==> src/rtl/axi_stride_reader_pkg.sv <==
// Shared types and constants for the strided AXI read engine:
// FSM state encoding and the bit positions of the sticky error flags.
package axi_stride_reader_pkg;

  typedef enum logic [1:0] {
    S_IDLE,
    S_ADDR,
    S_DATA,
    S_GAP
  } state_e;

  localparam int ERR_FLAGS_W      = 4;
  localparam int ERR_ID           = 0;
  localparam int ERR_EARLY_LAST   = 1;
  localparam int ERR_MISSING_LAST = 2;
  localparam int ERR_DATA         = 3;

endpackage

==> src/rtl/axi_stride_reader_if.sv <==
// AXI read-address and read-data channel subset used by the stride reader.
// The master modport is the reader side; the slave modport is the memory side.
interface axi_stride_reader_if #(
  parameter int ADDR_BITS       = 16,
  parameter int BURST_LEN_WIDTH = 8,
  parameter int TID_WIDTH       = 8,
  parameter int DATA_WIDTH      = 8
);

  logic                       m_ar_valid;
  logic                       m_ar_ready;
  logic [ADDR_BITS-1:0]       m_ar_addr;
  logic [BURST_LEN_WIDTH-1:0] m_ar_len;
  logic [TID_WIDTH-1:0]       m_ar_id;

  logic                       m_r_valid;
  logic                       m_r_ready;
  logic [DATA_WIDTH-1:0]      m_r_data;
  logic                       m_r_last;
  logic [TID_WIDTH-1:0]       m_r_id;

  modport master (
    output m_ar_valid, m_ar_addr, m_ar_len, m_ar_id, m_r_ready,
    input  m_ar_ready, m_r_valid, m_r_data, m_r_last, m_r_id
  );

  modport slave (
    input  m_ar_valid, m_ar_addr, m_ar_len, m_ar_id, m_r_ready,
    output m_ar_ready, m_r_valid, m_r_data, m_r_last, m_r_id
  );

endinterface

==> src/rtl/stride_reader_beat_chk.sv <==
// Per-beat response checker: id/last protocol checks, error counting and XOR checksum.
// Define AXI_STRIDE_READER_DATA_CHECK_EN to also compare each beat against seed+n.
module stride_reader_beat_chk
  import axi_stride_reader_pkg::*;
#(
  parameter int TID_WIDTH     = 8,
  parameter int DATA_WIDTH    = 8,
  parameter int REQ_CNT_WIDTH = 8
) (
  input  logic                     clk,
  input  logic                     resetN,
  input  logic                     clear_i,
  input  logic                     beat_i,
  input  logic                     last_exp_i,
  input  logic [TID_WIDTH-1:0]     exp_id_i,
  input  logic [DATA_WIDTH-1:0]    seed_i,
  input  logic [DATA_WIDTH-1:0]    data_i,
  input  logic [TID_WIDTH-1:0]     id_i,
  input  logic                     last_i,
  output logic [REQ_CNT_WIDTH-1:0] err_cnt_o,
  output logic [ERR_FLAGS_W-1:0]   err_flags_o,
  output logic [DATA_WIDTH-1:0]    checksum_o
);

  logic [REQ_CNT_WIDTH-1:0] err_cnt_q, err_cnt_d;
  logic [ERR_FLAGS_W-1:0]   err_flags_q, err_flags_d;
  logic [DATA_WIDTH-1:0]    checksum_q, checksum_d;
  logic                     id_err, early_err, missing_err, data_err;

  assign id_err      = (id_i != exp_id_i);
  assign early_err   = last_i && !last_exp_i;
  assign missing_err = !last_i && last_exp_i;

`ifdef AXI_STRIDE_READER_DATA_CHECK_EN
  logic [DATA_WIDTH-1:0] exp_data_q, exp_data_d;

  assign data_err = (data_i != exp_data_q);

  always_comb begin
    exp_data_d = exp_data_q;
    if (clear_i)     exp_data_d = seed_i;
    else if (beat_i) exp_data_d = exp_data_q + DATA_WIDTH'(1);
  end

  always_ff @(posedge clk or negedge resetN) begin
    if (!resetN) exp_data_q <= '0;
    else         exp_data_q <= exp_data_d;
  end
`else
  logic unused_seed;
  assign unused_seed = ^seed_i;
  assign data_err    = 1'b0;
`endif

  // NOTE: every output of a combinational block gets a default first so no path leaves it unassigned (no latch).
  always_comb begin
    err_cnt_d   = err_cnt_q;
    err_flags_d = err_flags_q;
    checksum_d  = checksum_q;
    if (clear_i) begin
      err_cnt_d   = '0;
      err_flags_d = '0;
      checksum_d  = '0;
    end else if (beat_i) begin
      err_flags_d[ERR_ID]           = err_flags_q[ERR_ID]           | id_err;
      err_flags_d[ERR_EARLY_LAST]   = err_flags_q[ERR_EARLY_LAST]   | early_err;
      err_flags_d[ERR_MISSING_LAST] = err_flags_q[ERR_MISSING_LAST] | missing_err;
      err_flags_d[ERR_DATA]         = err_flags_q[ERR_DATA]         | data_err;
      // One count per bad beat, however many checks it failed; saturates.
      if ((id_err || early_err || missing_err || data_err) && (err_cnt_q != '1))
        err_cnt_d = err_cnt_q + REQ_CNT_WIDTH'(1);
      checksum_d = checksum_q ^ data_i;
    end
  end

  // NOTE: sequential state uses non-blocking assignments so all registers update together at the edge.
  always_ff @(posedge clk or negedge resetN) begin
    if (!resetN) begin
      err_cnt_q   <= '0;
      err_flags_q <= '0;
      checksum_q  <= '0;
    end else begin
      err_cnt_q   <= err_cnt_d;
      err_flags_q <= err_flags_d;
      checksum_q  <= checksum_d;
    end
  end

  assign err_cnt_o   = err_cnt_q;
  assign err_flags_o = err_flags_q;
  assign checksum_o  = checksum_q;

endmodule

==> src/rtl/axi_stride_reader.sv <==
// Issues cfg_reqNum single-outstanding AXI read bursts at base + k*stride and checks the responses.
// Optional AXI_STRIDE_READER_DATA_CHECK_EN adds an incrementing-data compare in the beat checker.
module axi_stride_reader
  import axi_stride_reader_pkg::*;
#(
  parameter int ADDR_BITS       = 16,
  parameter int BURST_LEN_WIDTH = 8,
  parameter int TID_WIDTH       = 8,
  parameter int DATA_WIDTH      = 8,
  parameter int REQ_CNT_WIDTH   = 8,
  parameter int GAP_WIDTH       = 8
) (
  input  logic                       clk,
  input  logic                       resetN,
  input  logic                       en,
  input  logic                       start,
  input  logic [ADDR_BITS-1:0]       cfg_base,
  input  logic [ADDR_BITS-1:0]       cfg_stride,
  input  logic [BURST_LEN_WIDTH-1:0] cfg_len,
  input  logic [TID_WIDTH-1:0]       cfg_id,
  input  logic [REQ_CNT_WIDTH-1:0]   cfg_reqNum,
  input  logic [GAP_WIDTH-1:0]       cfg_gap,
  input  logic [DATA_WIDTH-1:0]      cfg_seed,
  axi_stride_reader_if.master        m_axi,
  output logic                       busy,
  output logic                       done,
  output logic [REQ_CNT_WIDTH-1:0]   errCnt,
  output logic [ERR_FLAGS_W-1:0]     errFlags,
  output logic [DATA_WIDTH-1:0]      checksum
);

  state_e                     state_q, state_d;
  logic [ADDR_BITS-1:0]       addr_q, addr_d;
  logic [ADDR_BITS-1:0]       stride_q, stride_d;
  logic [BURST_LEN_WIDTH-1:0] len_q, len_d;
  logic [BURST_LEN_WIDTH-1:0] beat_q, beat_d;
  logic [TID_WIDTH-1:0]       id_q, id_d;
  logic [REQ_CNT_WIDTH-1:0]   req_left_q, req_left_d;
  logic [GAP_WIDTH-1:0]       gap_q, gap_d;
  logic [GAP_WIDTH-1:0]       gap_cnt_q, gap_cnt_d;
  logic                       done_q, done_d;

  logic r_ready, r_fire, last_exp, burst_end, run_start;

  // ar_valid stays up through an en freeze so it never drops before its handshake.
  assign r_ready   = (state_q == S_DATA) && en;
  assign r_fire    = r_ready && m_axi.m_r_valid;
  assign last_exp  = (beat_q == len_q);
  assign burst_end = r_fire && (last_exp || m_axi.m_r_last);
  assign run_start = en && (state_q == S_IDLE) && start && (cfg_reqNum != '0);

  always_comb begin
    state_d    = state_q;
    addr_d     = addr_q;
    stride_d   = stride_q;
    len_d      = len_q;
    beat_d     = beat_q;
    id_d       = id_q;
    req_left_d = req_left_q;
    gap_d      = gap_q;
    gap_cnt_d  = gap_cnt_q;
    done_d     = done_q;
    if (en) begin
      done_d = 1'b0;
      unique case (state_q)
        S_IDLE: begin
          if (start) begin
            if (cfg_reqNum != '0) begin
              addr_d     = cfg_base;
              stride_d   = cfg_stride;
              len_d      = cfg_len;
              id_d       = cfg_id;
              req_left_d = cfg_reqNum;
              gap_d      = cfg_gap;
              state_d    = S_ADDR;
            end else begin
              done_d = 1'b1;
            end
          end
        end
        S_ADDR: begin
          if (m_axi.m_ar_ready) begin
            beat_d  = '0;
            state_d = S_DATA;
          end
        end
        S_DATA: begin
          if (r_fire) beat_d = beat_q + BURST_LEN_WIDTH'(1);
          if (burst_end) begin
            req_left_d = req_left_q - REQ_CNT_WIDTH'(1);
            if (req_left_q == REQ_CNT_WIDTH'(1)) begin
              done_d  = 1'b1;
              state_d = S_IDLE;
            end else begin
              addr_d    = addr_q + stride_q;
              gap_cnt_d = gap_q;
              state_d   = S_GAP;
            end
          end
        end
        S_GAP: begin
          // Gap of 0 or 1 both spend exactly one cycle here.
          if (gap_cnt_q <= GAP_WIDTH'(1)) state_d = S_ADDR;
          else                            gap_cnt_d = gap_cnt_q - GAP_WIDTH'(1);
        end
        default: state_d = S_IDLE;
      endcase
    end
  end

  always_ff @(posedge clk or negedge resetN) begin
    if (!resetN) begin
      state_q    <= S_IDLE;
      addr_q     <= '0;
      stride_q   <= '0;
      len_q      <= '0;
      beat_q     <= '0;
      id_q       <= '0;
      req_left_q <= '0;
      gap_q      <= '0;
      gap_cnt_q  <= '0;
      done_q     <= 1'b0;
    end else begin
      state_q    <= state_d;
      addr_q     <= addr_d;
      stride_q   <= stride_d;
      len_q      <= len_d;
      beat_q     <= beat_d;
      id_q       <= id_d;
      req_left_q <= req_left_d;
      gap_q      <= gap_d;
      gap_cnt_q  <= gap_cnt_d;
      done_q     <= done_d;
    end
  end

  assign m_axi.m_ar_valid = (state_q == S_ADDR);
  assign m_axi.m_ar_addr  = addr_q;
  assign m_axi.m_ar_len   = len_q;
  assign m_axi.m_ar_id    = id_q;
  assign m_axi.m_r_ready  = r_ready;
  assign busy             = (state_q != S_IDLE);
  assign done             = done_q;

  stride_reader_beat_chk #(
    .TID_WIDTH    (TID_WIDTH),
    .DATA_WIDTH   (DATA_WIDTH),
    .REQ_CNT_WIDTH(REQ_CNT_WIDTH)
  ) u_beat_chk (
    .clk        (clk),
    .resetN     (resetN),
    .clear_i    (run_start),
    .beat_i     (r_fire),
    .last_exp_i (last_exp),
    .exp_id_i   (id_q),
    .seed_i     (cfg_seed),
    .data_i     (m_axi.m_r_data),
    .id_i       (m_axi.m_r_id),
    .last_i     (m_axi.m_r_last),
    .err_cnt_o  (errCnt),
    .err_flags_o(errFlags),
    .checksum_o (checksum)
  );

endmodule

==> src/flat_wrapper.sv <==
// flat-port wrapper written by rule: the top's interface ports become plain ports
module axi_stride_reader_flat import axi_stride_reader_pkg::*;
#(
  parameter int ADDR_BITS       = 16,
  parameter int BURST_LEN_WIDTH = 8,
  parameter int TID_WIDTH       = 8,
  parameter int DATA_WIDTH      = 8,
  parameter int REQ_CNT_WIDTH   = 8,
  parameter int GAP_WIDTH       = 8
)
  (clk, resetN, en, start, cfg_base, cfg_stride, cfg_len, cfg_id, cfg_reqNum, cfg_gap, cfg_seed, busy, done, errCnt, errFlags, checksum, m_axi_m_ar_valid, m_axi_m_ar_addr, m_axi_m_ar_len, m_axi_m_ar_id, m_axi_m_r_ready, m_axi_m_ar_ready, m_axi_m_r_valid, m_axi_m_r_data, m_axi_m_r_last, m_axi_m_r_id);
  axi_stride_reader_if #(.ADDR_BITS(ADDR_BITS), .BURST_LEN_WIDTH(BURST_LEN_WIDTH), .TID_WIDTH(TID_WIDTH), .DATA_WIDTH(DATA_WIDTH)) m_axi_i ();
  input  logic clk;
  input  logic resetN;
  input  logic en;
  input  logic start;
  input  logic [ADDR_BITS-1:0] cfg_base;
  input  logic [ADDR_BITS-1:0] cfg_stride;
  input  logic [BURST_LEN_WIDTH-1:0] cfg_len;
  input  logic [TID_WIDTH-1:0] cfg_id;
  input  logic [REQ_CNT_WIDTH-1:0] cfg_reqNum;
  input  logic [GAP_WIDTH-1:0] cfg_gap;
  input  logic [DATA_WIDTH-1:0] cfg_seed;
  output logic busy;
  output logic done;
  output logic [REQ_CNT_WIDTH-1:0] errCnt;
  output logic [ERR_FLAGS_W-1:0] errFlags;
  output logic [DATA_WIDTH-1:0] checksum;
  output wire logic [$bits(m_axi_i.m_ar_valid)-1:0] m_axi_m_ar_valid;
  output wire logic [$bits(m_axi_i.m_ar_addr)-1:0] m_axi_m_ar_addr;
  output wire logic [$bits(m_axi_i.m_ar_len)-1:0] m_axi_m_ar_len;
  output wire logic [$bits(m_axi_i.m_ar_id)-1:0] m_axi_m_ar_id;
  output wire logic [$bits(m_axi_i.m_r_ready)-1:0] m_axi_m_r_ready;
  input wire logic [$bits(m_axi_i.m_ar_ready)-1:0] m_axi_m_ar_ready;
  input wire logic [$bits(m_axi_i.m_r_valid)-1:0] m_axi_m_r_valid;
  input wire logic [$bits(m_axi_i.m_r_data)-1:0] m_axi_m_r_data;
  input wire logic [$bits(m_axi_i.m_r_last)-1:0] m_axi_m_r_last;
  input wire logic [$bits(m_axi_i.m_r_id)-1:0] m_axi_m_r_id;
  assign m_axi_m_ar_valid = m_axi_i.m_ar_valid;
  assign m_axi_m_ar_addr = m_axi_i.m_ar_addr;
  assign m_axi_m_ar_len = m_axi_i.m_ar_len;
  assign m_axi_m_ar_id = m_axi_i.m_ar_id;
  assign m_axi_m_r_ready = m_axi_i.m_r_ready;
  assign m_axi_i.m_ar_ready = m_axi_m_ar_ready;
  assign m_axi_i.m_r_valid = m_axi_m_r_valid;
  assign m_axi_i.m_r_data = m_axi_m_r_data;
  assign m_axi_i.m_r_last = m_axi_m_r_last;
  assign m_axi_i.m_r_id = m_axi_m_r_id;
  axi_stride_reader #(.ADDR_BITS(ADDR_BITS), .BURST_LEN_WIDTH(BURST_LEN_WIDTH), .TID_WIDTH(TID_WIDTH), .DATA_WIDTH(DATA_WIDTH), .REQ_CNT_WIDTH(REQ_CNT_WIDTH), .GAP_WIDTH(GAP_WIDTH)) u_core (.clk(clk), .resetN(resetN), .en(en), .start(start), .cfg_base(cfg_base), .cfg_stride(cfg_stride), .cfg_len(cfg_len), .cfg_id(cfg_id), .cfg_reqNum(cfg_reqNum), .cfg_gap(cfg_gap), .cfg_seed(cfg_seed), .m_axi(m_axi_i), .busy(busy), .done(done), .errCnt(errCnt), .errFlags(errFlags), .checksum(checksum));
endmodule
==> config.mk <==
export PLATFORM = sky130hd
export DESIGN_NAME = axi_stride_reader_flat
export DESIGN_NICKNAME = d
export VERILOG_FILES = /design/src/rtl/axi_stride_reader_pkg.sv /design/src/rtl/axi_stride_reader_if.sv /design/src/rtl/stride_reader_beat_chk.sv /design/src/rtl/axi_stride_reader.sv /design/src/flat_wrapper.sv
export SDC_FILE = /design/constraint.sdc
export NUM_CORES = 1
export LEC_CHECK = 0
export CAP_MARGIN = 20
export CORE_AREA = 2 2 135 97
export CTS_BUF_LIST = sky130_fd_sc_hd__clkbuf_8
export DETAILED_ROUTE_END_ITERATION = 7
export DIE_AREA = 0 0 137 99
export DONT_BUFFER_PORTS = 1
export GPL_ROUTABILITY_DRIVEN = 0
export HOLD_SLACK_MARGIN = 0.08
export PLACE_DENSITY = 0.62
export SETUP_SLACK_MARGIN = 0.05
export SLEW_MARGIN = 20
export SYNTH_ARGS = -nofsm -noshare
export SYNTH_HDL_FRONTEND = slang
export SYNTH_SLANG_ARGS = --single-unit
==> constraint.sdc <==
create_clock -name clk -period 5.94 [get_ports clk]
set_input_delay 1.782 -clock clk [delete_from_list [all_inputs] [get_ports clk]]
set_output_delay 1.782 -clock clk [all_outputs]
set_load 0.01 [all_outputs]
# Word level (Yosys, flattened, before mapping)
# Index checks and enable logic that the tools add are counted.
# Widths: inputs -> output; s select.
dict set report classes {
  n_reduce_logical 29
  addsub 5
  n_eq_ne 15
  magnitude_cmp 1
  bitwise 4
  muxes 35
}
# op n
set op_table {}
lappend op_table {{$mux 8} 13}
lappend op_table {{$mux 16} 4}
lappend op_table {{$pmux 8 s2} 3}
lappend op_table {{$pmux 16 s2} 1}
lappend op_table {{$add 16x16->16} 1}
lappend op_table {{$add 8x1->8 const B} 2}
lappend op_table {{$sub 8x1->8 const B} 2}
lappend op_table {{$mux 2} 6}
lappend op_table {{$reduce_and 6->1} 2}
lappend op_table {{$reduce_bool 2->1} 6}
lappend op_table {{$reduce_and 5->1} 2}
lappend op_table {{$logic_and 1x1->1} 9}
lappend op_table {{$eq 8x1->1 const B} 1}
lappend op_table {{$eq 8x8->1} 1}
lappend op_table {{$le 8x1->1 const B} 1}
lappend op_table {{$ne 2x1->1 const B} 4}
lappend op_table {{$ne 2x2->1 const B} 4}
lappend op_table {{$ne 8x8->1} 1}
lappend op_table {{$ne 8x8->1 const B} 1}
lappend op_table {{$pmux 2 s4} 1}
lappend op_table {{$reduce_and 4->1} 2}
lappend op_table {{$reduce_bool 8->1} 1}
lappend op_table {{$xor 8x8->8} 1}
lappend op_table {{$eq 2x2->1 const B} 2}
lappend op_table {{other kinds (10)} 18}
dict set report word_totals {
  wordCells 103
  input_bits 95
  ff_bits 103
  output_inout_bits 56
}

# Logic depth before layout (Yosys ltp)
dict set report depth {
  depth_word 9
  mapped_depth 10
  mapped_depth_nobuf 8
}

# Modules after synthesis
# From an unflattened synthesis, not the netlist that was laid out.
dict set report hier_totals {
  cells_unflattened 686
  area_unflattened_um2 6052.1
}
# module instances cells_per_inst area_per_inst_um2 seq_area_each_um2
set by_module_without_submodules {}
lappend by_module_without_submodules {axi_stride_reader 1 580 5014.8 2077.0}
lappend by_module_without_submodules {stride_reader_beat_chk 1 106 1037.2 475.5}

# Worst setup path before layout
# OpenSTA, ideal clock, no wires.
dict set report synth_path {
  path_kind {input -> output}
  start {in en}
  end {out m_axi_m_r_ready}
  path_slack_ps 2054
  path_buffers 1
  required_time_ps 4158
  arrival_ps 2104
  path_stages 2
  cell_sequence {buf_2 and2_1}
}
dict set report synth_via {
  elab_chain_cells 1
}
# element line_no
set synth_rtl {}
lappend synth_rtl {{from (decl)} flat_wrapper.sv:15} ;# input logic en;
lappend synth_rtl {{$logic_and 1x1->1} axi_stride_reader.sv:46} ;# assign r_ready = (state_q == S_DATA) && en;
lappend synth_rtl {{to (decl)} flat_wrapper.sv:33} ;# output wire logic [$bits(m_axi_i.m_r_ready)-1:0] m_axi_m_r_ready;
# No other way between the ends.

# Worst setup path in the final report
dict set report layout_path {
  start {reg u_core.state_q[0]}
  end {out m_axi_m_r_ready}
}
dict set report layout_via {
  elab_chain_cells 2
}
# element line_no
set layout_rtl {}
lappend layout_rtl {{from (decl)} axi_stride_reader.sv:32} ;# state_e state_q, state_d;
lappend layout_rtl {{from (signal assigned)} axi_stride_reader.sv:124} ;# state_q <= state_d;
lappend layout_rtl {{$eq 2x2->1} axi_stride_reader.sv:46}
lappend layout_rtl {{$logic_and 1x1->1} axi_stride_reader.sv:46}
# No other way between the ends.

==> summary.md <==
| Metric | Value |
|---|---|
| Largest net degree at the start of global routing | `103` |
| Root Buffer | `clkbuf_8` |
| Avg WL per Cell | `17.3 um` |
| Drt pass-1 iters | `5` |
| Post-synth top area share | `0.424` |
| Synth Area in Adders | `0.0553` |
| Share of layout cells above drive strength 1 | `0.0599` |
| Seq/Total Area, Yosys | `0.424` |
| Status | `finished clean` |
| Maxcap violations | `0` |
| Critical path, cell by cell | `inv_1, ha_2, buf_4, and2_1` |
| Row count | `34` |
| Count of cell types in the netlist | `60` |
| Crit Path Max Fanout | `31` |
| Post-synthesis compound-gate area fraction | `0.151` |
| Mux cell area share after synthesis | `0.0341` |
| Worst-Margin Slew | `0.998 ns` |
| Overflow after GRT | `0` |
| Cts hold-fix bufs | `0` |
| Xor/xnor cell area share of the yosys netlist | `0.0581` |
| Worst EP required | `4.16 ns` |
| Setup repair after global routing missed its margin | `no` |
| Share of flip-flops with an asynchronous set or reset | `1.00` |
| Worst skew pair latency | `0.38 ns` |
| Setup CP Type | `flip-flop to primary output` |
| Crit path time final | `4.02 ns` |
| Post-Route WL | `14700 um` |
| Starting Density | `0.491` |
| Port bufs | `0` |
| First-pass GRT wire length | `24100 um` |
| Hold Path Class | `flip-flop to flip-flop` |
| Clk buf depth | `2` |
| P_leak | `2.88 nW` |
| Chip Height | `99 um` |
| Post-synth EDFFs | `0` |
| Vias | `4937` |
| DRC errors left | `0` |
| Yosys warning count | `0` |
| Synth Area in Simple Gates | `0.235` |
| Hold Slack | `0.493 ns` |
| CP max-delay cell | `ha_2` |
| Max frequency | `249 MHz` |
| Syn-to-layout area delta | `4.33%` |
| Crit path buffers/inverters | `2` |
| I/O pins | `151` |
| Core ar. | `12300 um^2` |
| Yosys top cell by area | `dfrtp_1` |
| Hold Violations, Final | `0` |
| Fin Setup TNS | `0 ns` |
| CTS buffer count | `9` |
| Width of the die | `137 um` |
| Synth Register Bits | `102` |
| Clock transition at the registers of the reported paths | `0.11 ns` |
| Top post-synthesis cells by count | `172 x nand2_1, 102 x dfrtp_1, 62 x nor2_1` |
| # fillers | `1172` |
| Max Slew Vio Count | `0` |
| H-tree depth | `3` |
| Placed insts | `831` |
| Synth area leaders | `dfrtp_1 42%, nand2_1 11%, ha_1 5.2%` |
| Rel. slew slack | `0.335` |
| Post-cts resize count | `0` |
| Final core occ | `0.512` |
| Synth Flop Type | `dfrtp_1` |
| 1st-iter DRT viols | `335` |
| Setup violators final | `0` |
| Setup bufs post-CTS | `0` |
| Worst Path Arrival | `2.24 ns` |
| Largest stage delay, worst path | `0.62 ns` |
| VDD IR max | `0.206 mV` |
| Clock Skew | `0.0147 ns` |
| Antenna violations before repair | `0` |
| Mean post-synth cell area | `8.60 um^2` |
| Combinational family with the most area after synthesis | `simple AND/OR/NAND/NOR gates` |
| Number of global-route vias before repair | `4797` |
| Tot GR Track Use | `0.225` |
| Cell Pwr Density | `547 nW/um^2` |
| Area of the mapped netlist | `6010 um^2` |
| Filler-free cell count of the finished design | `848` |
| Vias per inst | `5.82` |
| Die area | `13600 um^2` |
| Clk sinks | `102` |
| Reg-to-reg slack, setup | `2.35 ns` |
| Mapped Nets | `820` |
| Critical path capture point type | `primary output` |
| Worst setup SP type | `flip-flop` |
| Crit path max-delay family | `adder cells` |
| Cells after synthesis | `699` |
| Post-DRT Antenna Nets | `0` |
| CTS tree | `built` |
| Most frequent cell after synthesis | `nand2_1` |
| Final Cycle Share | `0.677` |
| DP HPWL | `10500 um` |
| Layout Nets | `801` |
-- worst register-to-register path: cells and delay by family (launching register included) --
kind	cells	cell delay, ns
flops	1	0.42
fa+ha+maj	1	0.62
buf+inv	2	0.44
simple gates	3	0.59
compound gates	3	1.45
-- path summary, 6_finish.rpt --
path | startpoint | end | depth (start not counted)
max reg2reg | u_core.state_q[0]$_DFFE_PN0P_ | u_core.m_axi.m_ar_addr[3]$_DFFE_PN0P_ | 9
min in group asynchronous | resetN | u_core.m_axi.m_ar_addr[0]$_DFFE_PN0P_ | 0
max in group asynchronous | resetN | u_core.req_left_q[4]$_DFFE_PN0P_ | 0
max | u_core.state_q[0]$_DFFE_PN0P_ | m_axi_m_r_ready | 4
min | u_core.stride_q[2]$_DFFE_PN0P_ | u_core.stride_q[2]$_DFFE_PN0P_ | 2
min reg2reg | u_core.stride_q[2]$_DFFE_PN0P_ | u_core.stride_q[2]$_DFFE_PN0P_ | 2
-- cell usage in the layout, fill, tap and decap left out, types with 3 or more instances in the layout --
cell,synthesis,routed
and3_1,4,4
o211ai_1,5,5
nor2b_1,4,4
nand4_1,3,3
inv_6,0,3
nor3_1,14,14
or3_1,3,3
nor2_1,62,62
nand3_1,17,17
a21oi_1,37,36
o22a_1,4,4
nand2b_1,6,6
o21ai_0,40,40
ha_1,25,24
mux2i_1,16,16
and4_1,4,3
clkbuf_8,0,9
a21o_1,7,7
a211oi_1,5,5
nor4_4,3,3
a31oi_1,12,12
inv_1,20,21
o31ai_1,4,4
a221oi_1,8,8
nand2_1,172,172
or2_2,4,4
xor2_1,28,28
nor4_1,6,6
mux2_2,4,4
o21a_1,3,3
buf_4,2,4
xnor2_1,10,10
dfrtp_1,102,102
-- power breakdown --
group / switching [W] / leakage (nW) / internal, W
clock: 0.000274 / 0.101 / 0.000163
combinational: 0.000987 / 1.50 / 0.000695
sequential: 0.000344 / 1.27 / 0.000971
total: 0.00160 / 2.88 / 0.00183
-- final cells by class --
class	instances	area, um^2	share of cell area
antenna	1	2.50	0.000399
clock buffer	9	124	0.0197
clock inverter	7	66.3	0.0106
inverter	20	75.1	0.0120
multi-input combinational	543	3220	0.513
sequential	102	2550	0.407
tap	162	203	0.0323
timing repair buffer	4	30.0	0.00479
-- layer usage --
metal | track usage | vias to the layer above | part of all wire
li1 | - | 2365 | -
met1 | 0.325 | 2399 | 0.49
met2 | 0.343 | 159 | 0.44
met3 | 0.0561 | 14 | 0.065
met4 | 0.0492 | 0 | 0.011
met5 | 0 | - | 0
-- stage by stage --
| step | setup WS, ns | power, W | area [um^2] |
|---|---|---|---|
| global route | 1.80 | 0.00375 | 6270 |
| detailed placement | 1.80 | 0.00299 | 6080 |
| floorplan | 2.05 | 0.00261 | 6010 |
| CTS | 1.92 | 0.00344 | 6270 |
| global placement | 1.94 | 0.00293 | 6080 |
| finish | 1.92 | 0.00343 | 6270 |
-- state kept, by name (all words and copies together) (netlist names) --
name,flops
u_core.m_axi.m_ar_addr,16
u_core.state_q,2
u_core.stride_q,16
u_core.u_beat_chk.err_flags_o,3
u_core.u_beat_chk.err_cnt_o,8
u_core.gap_cnt_q,8
u_core.req_left_q,8
u_core.beat_q,8
u_core.m_axi.m_ar_id,8
u_core.m_axi.m_ar_len,8
u_core.done,1
u_core.u_beat_chk.checksum_o,8
u_core.gap_q,8
-- logic make-up (layout without fill, tap and decap cells) --
| logic type | Yosys count | count (layout) |
|---|---|---|
| flip-flops | 102 | 102 |
| buffers and inverters | 54 | 40 |
| XOR/XNOR | 39 | 39 |
| AND/OR/NAND/NOR | 314 | 314 |
| other | 1 | 2 |
| AO/OA/AOI/OAI | 143 | 143 |
| adder cells (fa/ha/maj) | 26 | 26 |
| multiplexers | 20 | 20 |
No activity file was read; power rests on OpenSTA's default activity.
